==> config.mk <==
export PLATFORM = sky130hd
export DESIGN_NAME = softmax_result_writer_flat
export DESIGN_NICKNAME = d
export VERILOG_FILES = /design/src/rtl/softmax_result_writer_if.sv /design/src/rtl/softmax_result_writer.sv /design/src/flat_wrapper.sv
export SDC_FILE = /design/constraint.sdc
export NUM_CORES = 1
export LEC_CHECK = 0
export BUFFER_PORTS_ARGS = -buffer_cell sky130_fd_sc_hd__buf_4
export CORE_AREA = 3 3 231 233
export CTS_BUF_LIST = sky130_fd_sc_hd__clkbuf_8 sky130_fd_sc_hd__clkbuf_16
export DETAILED_ROUTE_END_ITERATION = 8
export DIE_AREA = 0 0 234 236
export PLACE_DENSITY = 0.48
export SKIP_LAST_GASP = 1
export SLEW_MARGIN = 20
export SYNTH_ARGS = -nofsm -noshare
export SYNTH_HDL_FRONTEND = slang
export SYNTH_SLANG_ARGS = --single-unit
export TNS_END_PERCENT = 1
==> constraint.sdc <==
create_clock -name clk -period 8.7 [get_ports clk]
set_input_delay 0.435 -clock clk [delete_from_list [all_inputs] [get_ports clk]]
set_output_delay 0.435 -clock clk [all_outputs]
set_load 0.005 [all_outputs]
==> src/rtl/softmax_result_writer_if.sv <==
// ---------------------------------------------------------------------------
// | Module : softmax_result_writer_if                                        |
// | Result stream in from softmax and write port out to on-chip memory.      |
// | Revision: 1.0                                                            |
// ---------------------------------------------------------------------------
`default_nettype none

interface softmax_result_writer_if #(
  parameter int DATAWIDTH = 32,
  parameter int NUM       = 2,
  parameter int ADDRSIZE  = 9
);
  logic                      in_valid;
  logic [DATAWIDTH*NUM-1:0]  in_data;
  logic                      wr_ready;
  logic                      wr_en;
  logic [ADDRSIZE-1:0]       wr_addr;
  logic [DATAWIDTH*NUM-1:0]  wr_data;

  modport master (
    output in_valid, in_data, wr_ready,
    input  wr_en, wr_addr, wr_data
  );

  modport slave (
    input  in_valid, in_data, wr_ready,
    output wr_en, wr_addr, wr_data
  );
endinterface

`default_nettype wire

==> src/rtl/softmax_result_writer.sv <==
// ---------------------------------------------------------------------------
// | Module : softmax_result_writer                                           |
// | Buffers softmax result words in a skid FIFO and writes them to memory.   |
// | Revision: 1.0                                                            |
// ---------------------------------------------------------------------------
`default_nettype none

module softmax_result_writer #(
  parameter int DATAWIDTH  = 32,
  parameter int NUM        = 2,
  parameter int ADDRSIZE   = 9,
  parameter int FIFO_DEPTH = 4
) (
  input  wire logic                 clk,
  input  wire logic                 reset,
  input  wire logic                 init,
  input  wire logic [ADDRSIZE-1:0]  start_addr,
  input  wire logic [ADDRSIZE-1:0]  end_addr,
  softmax_result_writer_if.slave    bus,
  output logic                      busy,
  output logic                      complete,
  output logic                      overflow
);

  localparam int WW = DATAWIDTH * NUM;
  localparam int PW = (FIFO_DEPTH > 1) ? $clog2(FIFO_DEPTH) : 1;
  localparam int CW = ADDRSIZE + 1;

  typedef enum logic [1:0] {
    S_IDLE = 2'd0,
    S_RUN  = 2'd1,
    S_FIN  = 2'd2
  } state_t;

  state_t              state;
  logic [WW-1:0]       fifo_mem [FIFO_DEPTH];
  logic [PW-1:0]       rd_ptr;
  logic [PW-1:0]       wr_ptr;
  logic [PW:0]         fifo_cnt;
  logic [ADDRSIZE-1:0] base;
  logic [ADDRSIZE-1:0] expected;
  logic [ADDRSIZE-1:0] hold_addr;
  logic [WW-1:0]       hold_data;
  logic [CW-1:0]       rx_cnt;
  logic [CW-1:0]       wr_cnt;

  logic                running;
  logic                fifo_empty;
  logic                fifo_full;
  logic                pop;
  logic                push;
  logic                drop;
  logic [ADDRSIZE-1:0] span;
  logic [ADDRSIZE-1:0] live_addr;

  assign span       = end_addr - start_addr;
  assign running    = (state == S_RUN);
  assign fifo_empty = (fifo_cnt == '0);
  assign fifo_full  = (fifo_cnt == (PW+1)'(FIFO_DEPTH));
  assign live_addr  = base + wr_cnt[ADDRSIZE-1:0];

  // A pop in the same cycle frees the slot, so a full FIFO can still accept.
  assign pop  = running & ~fifo_empty & bus.wr_ready;
  assign push = running & bus.in_valid & (~fifo_full | pop) & (rx_cnt < {1'b0, expected});
  assign drop = running & bus.in_valid & ~push;

  assign bus.wr_en   = running & ~fifo_empty;
  assign bus.wr_addr = running ? live_addr : hold_addr;
  assign bus.wr_data = running ? fifo_mem[rd_ptr] : hold_data;

  always_ff @(posedge clk) begin
    if (push) begin
      fifo_mem[wr_ptr] <= bus.in_data;
    end
  end

  always_ff @(posedge clk or negedge reset) begin
    if (!reset) begin
      state     <= S_IDLE;
      rd_ptr    <= '0;
      wr_ptr    <= '0;
      fifo_cnt  <= '0;
      base      <= '0;
      expected  <= '0;
      rx_cnt    <= '0;
      wr_cnt    <= '0;
      hold_addr <= '0;
      hold_data <= '0;
      busy      <= 1'b0;
      complete  <= 1'b0;
      overflow  <= 1'b0;
    end else begin
      complete <= 1'b0;
      // Remember what was last presented so the port holds it outside RUN.
      if (running) begin
        hold_addr <= live_addr;
        hold_data <= fifo_mem[rd_ptr];
      end
      if (init) begin
        base     <= start_addr;
        expected <= span;
        rx_cnt   <= '0;
        wr_cnt   <= '0;
        rd_ptr   <= '0;
        wr_ptr   <= '0;
        fifo_cnt <= '0;
        overflow <= 1'b0;
        if (span != '0) begin
          state <= S_RUN;
          busy  <= 1'b1;
        end else begin
          state    <= S_FIN;
          busy     <= 1'b0;
          complete <= 1'b1;
        end
      end else begin
        case (state)
          S_RUN: begin
            if (push) begin
              wr_ptr <= wr_ptr + PW'(1);
              rx_cnt <= rx_cnt + CW'(1);
            end
            if (pop) begin
              rd_ptr <= rd_ptr + PW'(1);
              wr_cnt <= wr_cnt + CW'(1);
              if ((wr_cnt + CW'(1)) == {1'b0, expected}) begin
                state    <= S_FIN;
                busy     <= 1'b0;
                complete <= 1'b1;
              end
            end
            case ({push, pop})
              2'b10:   fifo_cnt <= fifo_cnt + (PW+1)'(1);
              2'b01:   fifo_cnt <= fifo_cnt - (PW+1)'(1);
              default: fifo_cnt <= fifo_cnt;
            endcase
            if (drop) begin
              overflow <= 1'b1;
            end
          end
          S_FIN: begin
            state <= S_IDLE;
          end
          default: begin
            state <= S_IDLE;
          end
        endcase
      end
    end
  end

endmodule

`default_nettype wire
==> src/flat_wrapper.sv <==
// flat-port wrapper written by rule: the top's interface ports become plain ports
module softmax_result_writer_flat 
#(
  parameter int DATAWIDTH  = 32,
  parameter int NUM        = 2,
  parameter int ADDRSIZE   = 9,
  parameter int FIFO_DEPTH = 4
)
  (clk, reset, init, start_addr, end_addr, busy, complete, overflow, bus_in_valid, bus_in_data, bus_wr_ready, bus_wr_en, bus_wr_addr, bus_wr_data);
  softmax_result_writer_if #(.DATAWIDTH(DATAWIDTH), .NUM(NUM), .ADDRSIZE(ADDRSIZE)) bus_i ();
  input  wire logic clk;
  input  wire logic reset;
  input  wire logic init;
  input  wire logic [ADDRSIZE-1:0] start_addr;
  input  wire logic [ADDRSIZE-1:0] end_addr;
  output logic busy;
  output logic complete;
  output logic overflow;
  input wire logic [$bits(bus_i.in_valid)-1:0] bus_in_valid;
  input wire logic [$bits(bus_i.in_data)-1:0] bus_in_data;
  input wire logic [$bits(bus_i.wr_ready)-1:0] bus_wr_ready;
  output wire logic [$bits(bus_i.wr_en)-1:0] bus_wr_en;
  output wire logic [$bits(bus_i.wr_addr)-1:0] bus_wr_addr;
  output wire logic [$bits(bus_i.wr_data)-1:0] bus_wr_data;
  assign bus_i.in_valid = bus_in_valid;
  assign bus_i.in_data = bus_in_data;
  assign bus_i.wr_ready = bus_wr_ready;
  assign bus_wr_en = bus_i.wr_en;
  assign bus_wr_addr = bus_i.wr_addr;
  assign bus_wr_data = bus_i.wr_data;
  softmax_result_writer #(.DATAWIDTH(DATAWIDTH), .NUM(NUM), .ADDRSIZE(ADDRSIZE), .FIFO_DEPTH(FIFO_DEPTH)) u_core (.clk(clk), .reset(reset), .init(init), .start_addr(start_addr), .end_addr(end_addr), .bus(bus_i), .busy(busy), .complete(complete), .overflow(overflow));
endmodule
==> key figures, run 1 <==
Timing
  • Final TNS setup: 0 ns
  • Worst-Margin Slew: 1.07 ns
  • Final period util: 0.436
  • Clk_skew: 0.0252 ns
  • Final Max Slew Viols: 0
  • Fmax: 263 MHz
  • Hold Fails Final Rpt: 0
  • Setup-failing EPs final: 0
  • RSZ-0062 raised after global routing: false
  • Final Critical Period: 3.80 ns
  • Worst slew margin: 0.287

Worst setup path
  • Crit Path Class: register to register
  • Startpoint type of the worst setup path: register
  • R2r setup slk: 4.90 ns
  • Beginning of the worst register-to-register path: u_core.state[1]$_DFFE_PN0P_
  • CP startpoint: u_core.state[1]$_DFFE_PN0P_
  • Worst r2r dst: u_core.fifo_mem[1][27]$_DFFE_PP_
  • Max FO, Critical Path: 74
  • Worst setup path endpoint: u_core.fifo_mem[1][27]$_DFFE_PP_
  • CP Capture Type: register
  • Required time of the critical path: 8.87 ns
  • Critical path arrival: 3.97 ns
  • R2R depth: 6

Pwr
  • Worst vdd ir: 159 uV
  • Pwr dens: 268 nW/um2
  • Lkg Pwr: 7.27 nW
  • PnR Total Power: 5.02 mW

Clock tree
  • Clk Latency, worst-skew pair: 0.57 ns
  • CTS tree: yes
  • Root buf cell: clkbuf_16
  • Max Root-Sink Buffers: 3
  • Worst-path clk slew: 0.06 ns
  • Htree depth: 2
  • Num CTS Buffers: 43
  • Clock sinks: 379

Placement
  • Port bufs: 163
  • DP HPWL: 21400 um
  • Gpl congestion: 0.731

Status
  • Outcome: complete, no violations

Synthesis
  • Synth Net Count: 1137
  • Synth warn: 0
  • Sequential-to-total area share from yosys stat: 0.699
  • #FFs+latches synth: 379
  • Post-synth ARST share: 0.325
  • Primary FF master, synth: edfxtp_1
  • Syn_area_per_cell: 15.1 um2
  • Mapped Area: 15400 um2
  • EDFF count, synth: 256
  • Post-synth cell types: 59
  • Synthesized instance count: 1017

Detailed routing
  • Final WL: 35800 um
  • Post-DRT Antenna Nets: 0
  • 1st-iter DRT viols: 429
  • Drt pass-1 iters: 4
  • Via Count: 8576
  • DR vias/cell: 4.50
  • Per-cell routed wire length: 18.8 um
  • Drt drc: 0

Run
  • Max-Cap Viols: 0

Finish
  • Number of nets in the finished design: 1310
  • Most common library cell in the layout ignoring fill and taps: edfxtp_1
  • Area growth, synth to finish: 21.8%
  • Register area: 10800 um2
  • Commonest cells after routing, fill and taps aside: 256 x edfxtp_1, 228 x nand2_1, 165 x buf_4
  • Multi-input gate area: 4380 um2
  • Layout cells sized above 1: 0.267
  • Fill cells: 4955
  • Final Core Density: 0.365

GRT
  • Largest net degree at the start of global routing: 86
  • First-pass GRT wire length: 54800 um
  • Initial antenna violation count: 4
  • GRT overflow: 0
  • Vias in the first global route: 9254
  • Gr usage total: 0.130

Floorplanning
  • Row count: 83
  • Chip height: 236 um
  • Initial Util: 0.300
  • Io pins: 164
  • Die width: 234 um
  • Die area: 55200 um2
  • Core region area: 51400 um2

Min path
  • Hold crit path type: input pin to register
[per-stage QoR]
stage,worst slack [ns],cell area (um2),std cells,hold WS (ns)
3_5_place_dp,4.75,17400,1822,0.460
6_report,4.90,18800,1905,0.0671
4_1_cts,4.75,18700,1901,0.0256
2_1_floorplan,5.05,15400,1017,0.139
3_3_place_gp,4.78,17400,1822,0.453
5_1_grt,4.57,18700,1903,0.0429
[state kept, by name, indices dropped and copies added (netlist names)]
name,count
u_core.fifo_mem,256
u_core.hold_data,64
u_core.rx_cnt,10
u_core.wr_cnt,10
u_core.base,9
u_core.expected,9
u_core.hold_addr,9
u_core.fifo_cnt,3
u_core.rd_ptr,2
u_core.state,2
u_core.wr_ptr,2
u_core.busy,1
u_core.complete,1
u_core.overflow,1
[cell usage after synthesis, types with 5 or more instances]
| master | instances | share of area |
|---|---|---|
| a21oi_1 | 22 | 0.0071 |
| and2_1 | 8 | 0.0032 |
| buf_1 | 12 | 0.0029 |
| buf_2 | 5 | 0.0016 |
| clkbuf_1 | 22 | 0.0054 |
| dfrtp_1 | 123 | 0.20 |
| edfxtp_1 | 256 | 0.50 |
| ha_1 | 31 | 0.025 |
| inv_1 | 29 | 0.0071 |
| mux2_2 | 10 | 0.0073 |
| mux2i_1 | 5 | 0.0032 |
| mux4_2 | 64 | 0.094 |
| nand2_1 | 228 | 0.056 |
| nand3_1 | 11 | 0.0036 |
| nand4_1 | 7 | 0.0028 |
| nor2_1 | 37 | 0.0090 |
| nor2b_1 | 7 | 0.0028 |
| nor3_1 | 9 | 0.0029 |
| o21ai_0 | 25 | 0.0081 |
| or3_1 | 5 | 0.0020 |
| xnor2_1 | 16 | 0.0091 |
| xor2_1 | 23 | 0.013 |
[power breakdown]
| part | total, mW | switching [mW] | leakage [nW] | internal (mW) |
|---|---|---|---|---|
| clock | 1.71 | 0.724 | 0.700 | 0.987 |
| sequential | 2.28 | 0.126 | 3.84 | 2.16 |
| combinational | 1.02 | 0.501 | 2.73 | 0.521 |
| total | 5.02 | 1.35 | 7.27 | 3.67 |
[final cells by class]
type,instances,area share
diodes,2,0.000267
clock buffers,46,0.0596
clock inverters,32,0.0113
inverters,29,0.00580
multi-input cells,568,0.234
flip-flops and latches,379,0.574
well taps,680,0.0454
repair buffers,169,0.0697
[per-layer routing]
layer	vias up	global-route usage	routed length, um
li1	4048	-	-
met3	50	0.0310	1790
met2	154	0.212	17300
met1	4320	0.173	15900
met4	4	0.0386	768
met5	-	0	26
[worst min path at each step]
stage                                             to                           start  slack [ns]  cells after the start
global placement      u_core.hold_data[14]$_DFF_PN0_  u_core.hold_data[14]$_DFF_PN0_        0.45                      2
global route        u_core.fifo_mem[1][22]$_DFFE_PP_                 bus_in_data[22]        0.04                      1
detailed placement     u_core.hold_data[9]$_DFF_PN0_   u_core.hold_data[9]$_DFF_PN0_        0.46                      2
CTS                 u_core.fifo_mem[3][48]$_DFFE_PP_                 bus_in_data[48]        0.03                      1
finish              u_core.fifo_mem[2][62]$_DFFE_PP_                 bus_in_data[62]        0.07                      1
floorplan                 u_core.base[0]$_DFFE_PN0P_                           reset        0.14                      0
[cells by family (layout without fill, tap and decap cells)]
logic type      Yosys count  after routing  share of synthesized area
flops                   379            379                      0.699
simple gates            338            338                     0.0947
compound gates           79             79                     0.0342
xor+xnor                 39             39                     0.0222
other cells               0              2                          0
buf+inv                  70            276                     0.0180
mux                      79             79                      0.104
fa+ha+maj                33             33                     0.0278
[worst max-delay path, stage by stage, from the launching register on]
cell      delay, ns
dfrtp_1        0.37
and2b_4        0.23
buf_4          0.76
nand2_1        0.18
and3_1         0.28
a211oi_4       0.60
and2_4         0.95
[what timing repair did]
item,in CTS,in global routing
gates resized for setup,0,0
hold buffers,1,0
setup buffers,0,0
hold endpoints to repair,58,0
setup endpoints to repair,0,0
No activity file was read; power rests on OpenSTA's default activity.
==> inputs of run 2 (changes only) <==
--- a/config.mk
+++ b/config.mk
@@ -10,7 +10,7 @@
 export CTS_BUF_LIST = sky130_fd_sc_hd__clkbuf_8 sky130_fd_sc_hd__clkbuf_16
 export DETAILED_ROUTE_END_ITERATION = 8
 export DIE_AREA = 0 0 234 236
-export PLACE_DENSITY = 0.48
+export PLACE_DENSITY = 0.5
 export SKIP_LAST_GASP = 1
 export SLEW_MARGIN = 20
 export SYNTH_ARGS = -nofsm -noshare
==> constraint.sdc (replaced) <==
create_clock -name clk -period 3.2 [get_ports clk]
set_input_delay 0.16 -clock clk [delete_from_list [all_inputs] [get_ports clk]]
set_output_delay 0.16 -clock clk [all_outputs]
set_load 0.005 [all_outputs]
==> run 2 against run 1 <==
- register-to-register slack worse by 4.4 ns
- clock skew is 0.0041 ns lower
- core utilization is 2.1 points higher
- first-iteration DRC count is 20% higher
- critical path type is now register to output pin
- largest power group unchanged
==> key figures, run 2 (synthesis results as in run 1) <==
Status
  • Outcome: complete, no violations

Worst setup path
  • Buf/Inv on CP: 3
  • Slowest stage delay, CP: 0.45 ns
  • Required time of the critical path: 3.04 ns
  • CP Capture Type: output pin
  • Cell chain of the critical path: ha_1, inv_1, fa_1, inv_1, a21oi_1, o21bai_1, a31oi_1, a21oi_1, xnor2_1, o21ai_0, buf_4
  • Critical-path top delay cell: fa_1
  • Crit Path Class: register to output pin
  • Startpoint type of the worst setup path: register
  • Critical path arrival: 2.86 ns
  • CP top delay family: compound AO/OA/AOI/OAI gates
  • Max FO, Critical Path: 7

GRT
  • Initial antenna violation count: 0
  • First-pass GRT wire length: 56700 um
  • GRT overflow: 0
  • Vias in the first global route: 9481
  • Gr usage total: 0.134
  • Largest net degree at the start of global routing: 63

Placement
  • Placed instance area: 17600 um2
  • Cells after DPL: 1839
  • DP HPWL: 24000 um
  • Gpl congestion: 0.744
  • Port bufs: 163

Finish
  • Layout Cell Area excl Fill: 19800 um2
  • Number of nets in the finished design: 1400
  • Fin cells: 1997
  • Commonest cells after routing, fill and taps aside: 256 x edfxtp_1, 228 x nand2_1, 173 x buf_4
  • Multi-input gate area: 4380 um2
  • Fill cells: 4818
  • Largest register by flop count: u_core.fifo_mem
  • Area growth, synth to finish: 28.6%
  • Register area: 10800 um2
  • Most common library cell in the layout ignoring fill and taps: edfxtp_1
  • Largest register FFs: 256
  • Layout cells sized above 1: 0.264
  • Largest regs: u_core.fifo_mem x256, u_core.hold_data x64

Timing
  • Clk_skew: 0.0211 ns
  • Worst slew margin: 0.459
  • Final Max Slew Viols: 0
  • Setup-failing EPs final: 0
  • Fmax: 331 MHz
  • Final Critical Period: 3.02 ns
  • Final period util: 0.944
  • Worst-Margin Slew: 0.811 ns
  • Final TNS setup: 0 ns
  • RSZ-0062 raised after global routing: true
  • Hold Fails Final Rpt: 0

Detailed routing
  • 1st-iter DRT viols: 516
  • Drt drc: 0
  • Per-cell routed wire length: 18.4 um
  • Drt pass-1 iters: 4
  • DR vias/cell: 4.51
  • Via Count: 9008
  • Final WL: 36800 um
  • Post-DRT Antenna Nets: 0

Clock tree
  • Clk Latency, worst-skew pair: 0.57 ns
  • Max Root-Sink Buffers: 3
  • Root buf cell: clkbuf_16
  • CTS tree: yes
  • Worst-path clk slew: 0.06 ns
  • Num CTS Buffers: 44
  • Htree depth: 2
  • Clock sinks: 379
  • Post-CTS Setup Repair Bufs: 0

Pwr
  • Power share of the clock group: 0.351
  • PnR Total Power: 14.1 mW
  • Internal power: 10.3 mW
  • Sequential Power Share: 0.438
  • Worst vdd ir: 386 uV
  • Combinational share of power: 0.211
  • Lkg Pwr: 7.74 nW
  • NetSw: 3.76 mW
  • Switching Fraction: 0.266
  • Pwr dens: 711 nW/um2

Floorplanning
  • Die area: 55200 um2
  • Chip height: 236 um
  • Row count: 83
  • Die width: 234 um
  • Io pins: 164
  • Core region area: 51400 um2
  • Initial Util: 0.300

Min path
  • Hold crit path type: input pin to register

Run
  • Max-Cap Viols: 0
run 2: routing by layer:
| metal | wire length, um | GRT usage | vias up |
|---|---|---|---|
| li1 | - | - | 4247 |
| met1 | 17100 | 0.189 | 4523 |
| met2 | 17500 | 0.212 | 194 |
| met3 | 1600 | 0.0274 | 44 |
| met4 | 600 | 0.0297 | 0 |
| met5 | 0 | 0 | - |
run 2: power groups by stage:
| stage | Clock [mW] | Sequential [mW] | Combinational, mW |
|---|---|---|---|
| floorplan | 0 | 6.11 | 1.75 |
| global route | 5.33 | 6.24 | 3.29 |
| detailed placement | 0 | 6.28 | 2.97 |
| global placement | 0 | 6.26 | 2.97 |
| CTS | 5.12 | 6.18 | 3.07 |
| finish | 4.95 | 6.17 | 2.98 |
run 2: area by class of cell:
class	instances	area share
flip-flops and latches	379	0.544
multi-input cells	568	0.221
repair buffers	258	0.113
clock buffers	52	0.0611
well taps	680	0.0429
clock inverters	30	0.0123
inverters	29	0.00549
diodes	1	0.000126
run 2: final timing paths:
kind,slack (ns),cells past startpoint,end,start
worst max register to register,0.48,12,u_core.fifo_cnt[2]$_DFFE_PN0P_,u_core.expected[8]$_DFFE_PN0P_
max in group asynchronous,2.17,3,u_core.hold_data[43]$_DFF_PN0_,reset
worst min-delay path,0.09,4,u_core.expected[0]$_DFFE_PN0P_,end_addr[0]
min in group asynchronous,0.14,2,u_core.base[0]$_DFFE_PN0P_,reset
worst min register to register,0.47,2,u_core.hold_data[38]$_DFF_PN0_,u_core.hold_data[38]$_DFF_PN0_
worst max-delay path,0.18,11,bus_wr_addr[8],u_core.wr_cnt[0]$_DFFE_PN0P_
run 2: through the flow:
stage	util	hold WS (ns)	worst slack, ns
4_1_cts	0.385	0.0352	0.0249
3_5_place_dp	0.342	0.196	0.472
3_3_place_gp	0.342	0.195	0.504
6_report	0.385	0.0870	0.178
2_1_floorplan	-	-0.136	-0.451
5_1_grt	0.385	0.0537	-0.0587
run 2: timing repair:
item | in CTS | in global routing
hold buffers | 75 | 0
endpoints found under the setup margin | 0 | 2
hold endpoints to repair | 325 | 0
resized for setup | 0 | 2
run 2: worst reg2reg max path, delay by kind of cell, from the launching register on:
kind / cells / cell delay (ns)
adder cells (fa/ha/maj): 2 / 0.48
AO/OA/AOI/OAI: 2 / 0.43
buffers and inverters: 2 / 0.14
multiplexers: 1 / 0.08
AND/OR/NAND/NOR: 4 / 1.03
XOR/XNOR: 1 / 0.11
flip-flops: 1 / 0.39
